## src/rtl/gpio_input_filter_pkg.sv

```systemverilog
// Shared definitions for the GPIO input conditioning block: debounce state
// encodings, default parameters and the sticky-flag update rule.
package gpio_input_filter_pkg;

    typedef enum logic {
        DB_IDLE  = 1'b0,
        DB_COUNT = 1'b1
    } db_state_e;

    localparam int DEFAULT_WIDTH           = 6;
    localparam int DEFAULT_SYNC_STAGES     = 2;
    localparam int DEFAULT_DEBOUNCE_CYCLES = 50000;

    // A set arriving together with a clear wins, so an edge is never lost.
    function automatic logic sticky_next(input logic flag, input logic set, input logic clr);
        return set | (flag & ~clr);
    endfunction

endpackage

```

## src/rtl/gpio_debounce_bit.sv

```systemverilog
// One GPIO input bit: synchronizer chain, debounce counter/state machine,
// filtered level and its one-cycle-delayed copy for edge detection.
module gpio_debounce_bit
    import gpio_input_filter_pkg::*;
#(
    parameter int SYNC_STAGES     = DEFAULT_SYNC_STAGES,
    parameter int DEBOUNCE_CYCLES = DEFAULT_DEBOUNCE_CYCLES,
    parameter int CNT_WIDTH       = $clog2(DEBOUNCE_CYCLES + 1)
) (
    input  logic clk,
    input  logic reset,
    input  logic pin_i,
    input  logic enable_i,
    output logic filtered_o,
    output logic rise_o,
    output logic fall_o
);

    localparam logic [CNT_WIDTH-1:0] CNT_MAX = CNT_WIDTH'(DEBOUNCE_CYCLES);

    logic [SYNC_STAGES-1:0] sync_chain_q;
    logic                   sync_q;
    db_state_e              state_q;
    logic [CNT_WIDTH-1:0]   cnt_q;
    logic                   filtered_q;
    logic                   prev_q;

    assign sync_q = sync_chain_q[SYNC_STAGES-1];

    // The synchronizer keeps shifting while the filter is frozen.
    always_ff @(posedge clk) begin
        if (reset) begin
            sync_chain_q <= '0;
        end else begin
            sync_chain_q <= {sync_chain_q[SYNC_STAGES-2:0], pin_i};
        end
    end

    always_ff @(posedge clk) begin
        if (reset) begin
            state_q    <= DB_IDLE;
            cnt_q      <= '0;
            filtered_q <= 1'b0;
        end else if (!enable_i) begin
            state_q <= DB_IDLE;
            cnt_q   <= '0;
        end else begin
            case (state_q)
                DB_IDLE: begin
                    if (sync_q != filtered_q) begin
                        state_q <= DB_COUNT;
                        cnt_q   <= CNT_WIDTH'(1);
                    end
                end
                DB_COUNT: begin
                    if (sync_q == filtered_q) begin
                        state_q <= DB_IDLE;
                        cnt_q   <= '0;
                    end else if (cnt_q == CNT_MAX) begin
                        filtered_q <= sync_q;
                        state_q    <= DB_IDLE;
                        cnt_q      <= '0;
                    end else begin
                        cnt_q <= cnt_q + CNT_WIDTH'(1);
                    end
                end
            endcase
        end
    end

    always_ff @(posedge clk) begin
        if (reset) begin
            prev_q <= 1'b0;
        end else begin
            prev_q <= filtered_q;
        end
    end

    assign filtered_o = filtered_q;
    assign rise_o     = filtered_q & ~prev_q;
    assign fall_o     = ~filtered_q & prev_q;

endmodule

```

## src/rtl/gpio_input_filter.sv

```systemverilog
// Conditions raw GPIO pads: per-bit synchronize and debounce, then edge
// pulses, sticky rise/fall flags and a maskable level interrupt.
module gpio_input_filter
    import gpio_input_filter_pkg::*;
#(
    parameter int WIDTH           = DEFAULT_WIDTH,
    parameter int SYNC_STAGES     = DEFAULT_SYNC_STAGES,
    parameter int DEBOUNCE_CYCLES = DEFAULT_DEBOUNCE_CYCLES,
    parameter int CNT_WIDTH       = $clog2(DEBOUNCE_CYCLES + 1)
) (
    input  logic             clk,
    input  logic             reset,
    input  logic [WIDTH-1:0] pins_i,
    input  logic             enable_i,
    output logic [WIDTH-1:0] filtered_o,
    output logic [WIDTH-1:0] rise_o,
    output logic [WIDTH-1:0] fall_o,
    output logic [WIDTH-1:0] rise_flags_o,
    output logic [WIDTH-1:0] fall_flags_o,
    input  logic [WIDTH-1:0] flags_clear_i,
    input  logic [WIDTH-1:0] irq_mask_i,
    output logic             irq_o
);

    logic [WIDTH-1:0] rise;
    logic [WIDTH-1:0] fall;
    logic [WIDTH-1:0] rise_flags_q;
    logic [WIDTH-1:0] rise_flags_d;
    logic [WIDTH-1:0] fall_flags_q;
    logic [WIDTH-1:0] fall_flags_d;

    for (genvar i = 0; i < WIDTH; i++) begin : g_bit
        gpio_debounce_bit #(
            .SYNC_STAGES     (SYNC_STAGES),
            .DEBOUNCE_CYCLES (DEBOUNCE_CYCLES),
            .CNT_WIDTH       (CNT_WIDTH)
        ) u_bit (
            .clk        (clk),
            .reset      (reset),
            .pin_i      (pins_i[i]),
            .enable_i   (enable_i),
            .filtered_o (filtered_o[i]),
            .rise_o     (rise[i]),
            .fall_o     (fall[i])
        );
    end

    // A clear strobe drops both flags of its bit unless that bit has a new edge.
    always_comb begin
        rise_flags_d = '0;
        fall_flags_d = '0;
        for (int i = 0; i < WIDTH; i++) begin
            rise_flags_d[i] = sticky_next(rise_flags_q[i], rise[i], flags_clear_i[i]);
            fall_flags_d[i] = sticky_next(fall_flags_q[i], fall[i], flags_clear_i[i]);
        end
    end

    always_ff @(posedge clk) begin
        if (reset) begin
            rise_flags_q <= '0;
            fall_flags_q <= '0;
        end else begin
            rise_flags_q <= rise_flags_d;
            fall_flags_q <= fall_flags_d;
        end
    end

    assign rise_o       = rise;
    assign fall_o       = fall;
    assign rise_flags_o = rise_flags_q;
    assign fall_flags_o = fall_flags_q;
    assign irq_o        = |((rise_flags_q | fall_flags_q) & irq_mask_i);

endmodule

```

## config.mk

```make
export PLATFORM = sky130hd
export DESIGN_NAME = gpio_input_filter
export DESIGN_NICKNAME = d
export VERILOG_FILES = /design/src/rtl/gpio_input_filter_pkg.sv /design/src/rtl/gpio_debounce_bit.sv /design/src/rtl/gpio_input_filter.sv
export SDC_FILE = /design/constraint.sdc
export NUM_CORES = 1
export LEC_CHECK = 0
export CAP_MARGIN = 10
export CORE_MARGIN = 10
export CORE_UTILIZATION = 30
export DETAILED_ROUTE_END_ITERATION = 10
export GPL_ROUTABILITY_DRIVEN = 0
export PLACE_DENSITY = 0.55
export SLEW_MARGIN = 15
export SYNTH_ARGS = -nofsm -noshare
export SYNTH_HDL_FRONTEND = slang
export SYNTH_SLANG_ARGS = --single-unit
```

## constraint.sdc

```tcl
create_clock -name clk -period 2.05 [get_ports clk]
set_clock_uncertainty 0.1 [all_clocks]
set_input_delay 0.615 -clock clk [delete_from_list [all_inputs] [get_ports clk]]
set_output_delay 0.615 -clock clk [all_outputs]
set_load 0.05 [all_outputs]
```

==> impl_metrics.toml <==
[routing]
routedWlPerCell_um = 14.1
drt-total-wl_mm = 18.3
vias_per_cell = 4.96
first_iter_violations = 324
drc_errors = 0
vias = 6447
drt_pass1_iterations = 5
antenna_left = 0

[logic_synthesis]
yosys.area.top_type = "dfxtp_1"
yosys-top-cells-count = "138 x dfxtp_1, 86 x nand2_1, 73 x nor2_1"
synth.most_common_cell = "dfxtp_1"
yosys_register_bits = 138
synthDistinctLibCells = 59
synth.area.top_cells = "dfxtp_1 40%, nand2_1 4.7%, a21oi_1 4.5%, nor2_1 4.0%, a31oi_1 3.9%"
yosysSeqAreaShare_pct = 40.4
synth.avg_cell_area_sq_um = 8.20
synthFlopType = "dfxtp_1"
async_reset_ff_share_pct = 0
syn_area_sq_um = 6850
syn_nets = 868
synth_edf_count = 0
syn_inst = 835
synth_top_area_share_pct = 40.4
yosysWarnings = 0

[global_routing]
grt_first_pass_wirelength_mm = 29.2
globalRouteOverflowTotal = 0
antenna_found_initial = 1
grt_util_all_layers_pct = 12.2
grt_start_max_net_pins = 28
grt_pass1_vias = 5964

[cts]
cts_buffers = 17
clkTransAtPathRegs_ns = 0.06
cts_tree = "built"
clk_path_buf_depth = 2
htree_levels = 4
numClockSinks = 138
ctsRootBufferMaster = "clkbuf_16"
clkLatencyLatePin_ns = 0.42

[die]
ios = 52
row_count = 55
die_w_um = 171
initial_core_util_pct = 30.3
fp.dieArea_sq_um = 29300
core_sq_um = 22600
die_h_um = 171

[worst_setup_path]
critPathLaunchType = "primary input"
critPathMaxFanout = 1
worst-r2r-cell-count = 8
worstSetupPathType = "primary input to output pin"
startpoint = "irq_mask_i[3]"
reg2reg_slack_ns = -0.15
arrival_ns = 1.49
critPathCaptureType = "output pin"
r2r_end = "g_bit[5].u_bit.cnt_q[13]$_SDFFE_PP0P_"
timing.rr.start = "g_bit[5].u_bit.cnt_q[1]$_SDFFE_PP0P_"
worst_ep_required_time_ns = 1.33

[timing]
rsz0062_at_grt = "yes"
fmax_ghz = 0.454
post-route-period-util_pct = 107
setup_slack_ns = -0.153
hold_viol = 0
slew_headroom_pct = 60.7
drv_slew = 0
finalSetupViolCount = 23
period_minus_slack_ns = 2.20
worst_pin_slew_ns = 0.585

[cells_and_area]
final_util_pct = 43.6
post_route_cells_drive_above_1_share_pct = 29.9
multi_input_area_sq_um = 4030
regArea_sq_um = 2780
syn2layout_area_growth_pct = 43.9
fin_nets = 1033
fill_cells = 2202

[run]
max-cap-violations = 0

[pwr]
power_density_nw_per_um2 = 655
power.total_mw = 6.46
p_leak_nw = 3.73
vdd_drop_max_mv = 0.538

[placement]
dp_hpwl_mm = 12.9
io_buffers = 51

[worst_hold_path]
whs_endpoint = "g_bit[2].u_bit.sync_chain_q[1]$_SDFF_PP0_"
worstHoldPathType = "flip-flop to flip-flop"
whs_path_depth = 1
min-delay-start = "g_bit[2].u_bit.sync_chain_q[0]$_SDFF_PP0_"

[status]
violations = "negative setup slack"
status = "complete, but fails checks"
==> area by class of cell <==
| type | instances | share of cell area [%] |
|---|---|---|
| multi-input cells | 617 | 40.9 |
| flip-flops and latches | 138 | 28.2 |
| repair buffers | 194 | 19.1 |
| clock buffers | 18 | 4.46 |
| well taps | 285 | 3.62 |
| clock inverters | 14 | 2.46 |
| inverters | 32 | 1.22 |
| diodes | 1 | 0.0254 |
==> how the worst max path moves through the flow <==
stage | to | slack (ns) | depth (start not counted)
detailed placement | irq_o | -0.59 | 5
global placement | irq_o | -0.63 | 5
finish | irq_o | -0.15 | 5
CTS | irq_o | -0.20 | 4
floorplan | g_bit[5].u_bit.cnt_q[3]$_SDFFE_PP0P_ | -0.03 | 8
global route | irq_o | -0.23 | 4
==> routing by layer <==
metal	global-route usage, %	part of all wire, %	wire, um	vias to the layer above
met1	16.1	48	8820	2994
li1	-	-	-	3324
met3	3.27	4.9	899	14
met4	3.52	0.95	174	0
met2	19.2	46	8370	115
met5	0	0	0	-
==> state kept, by name (all words and copies together) (netlist names) <==
signal and flops:
g_bit.u_bit.state_q 6, g_bit.u_bit.cnt_q 96, g_bit.u_bit.prev_q 6, g_bit.u_bit.filtered_o 6, fall_flags_o 6, g_bit.u_bit.sync_chain_q 12, rise_flags_o 6
==> stage by stage <==
step | setup slack (ns) | TNS (ns) | area, sq um | hold WS, ns | std cells
6_report | -0.153 | -1.42 | 9850 | 0.341 | 1299
5_1_grt | -0.225 | -2.80 | 9850 | 0.353 | 1298
4_1_cts | -0.203 | -0.393 | 9520 | 0.348 | 1294
3_5_place_dp | -0.593 | -24.18 | 8590 | 0.328 | 1250
3_3_place_gp | -0.626 | -22.41 | 8590 | 0.316 | 1250
2_1_floorplan | -0.0273 | -0.171 | 6900 | 0.314 | 835
==> power breakdown <==
group	switching, mW	internal, mW
registers	0.0109	2.70
clock network	1.21	2.32
logic	0.114	0.103
total	1.33	5.12
==> critical path, stage by stage <==
cell and delay (ns):
dlygate4sd2_1 0.26, o21ai_4 0.08, and4_4 0.28, nand3_4 0.08
buf_12 0.17
==> placed cells by master, fill, tap and decap left out, drive strengths merged, types with 21 or more instances in the layout <==
| cell | Yosys | routed |
|---|---|---|
| inv | 32 | 34 |
| nand2 | 86 | 86 |
| nand3 | 53 | 53 |
| nor3 | 21 | 21 |
| nor2b | 34 | 34 |
| a31oi | 43 | 43 |
| nor2 | 77 | 77 |
| a21oi | 61 | 61 |
| or3 | 21 | 21 |
| nand4 | 21 | 21 |
| o21ai | 55 | 55 |
| dfxtp | 138 | 138 |
| buf | 35 | 174 |
==> cells by family (layout without fill, tap and decap cells) <==
logic type / after synthesis / in the layout / synth area share [%]
multiplexers: 7 / 7 / 1.10
AND/OR/NAND/NOR: 377 / 377 / 29.6
flip-flops: 138 / 138 / 40.4
buffers and inverters: 80 / 258 / 6.40
AO/OA/AOI/OAI: 200 / 200 / 17.7
XOR/XNOR: 21 / 21 / 2.69
adder cells (fa/ha/maj): 12 / 12 / 2.19
other: 0 / 1 / 0
==> timing repair <==
| action | 4_1_cts | 5_1_grt |
|---|---|---|
| setup buffers | 10 | 4 |
| setup endpoints to repair | 14 | 63 |
| hold buffers | 0 | 0 |
| pin swaps | 15 | 34 |
| cloned | 2 | 1 |
| gates resized for setup | 48 | 75 |
Power figures use the tool's default switching activity.
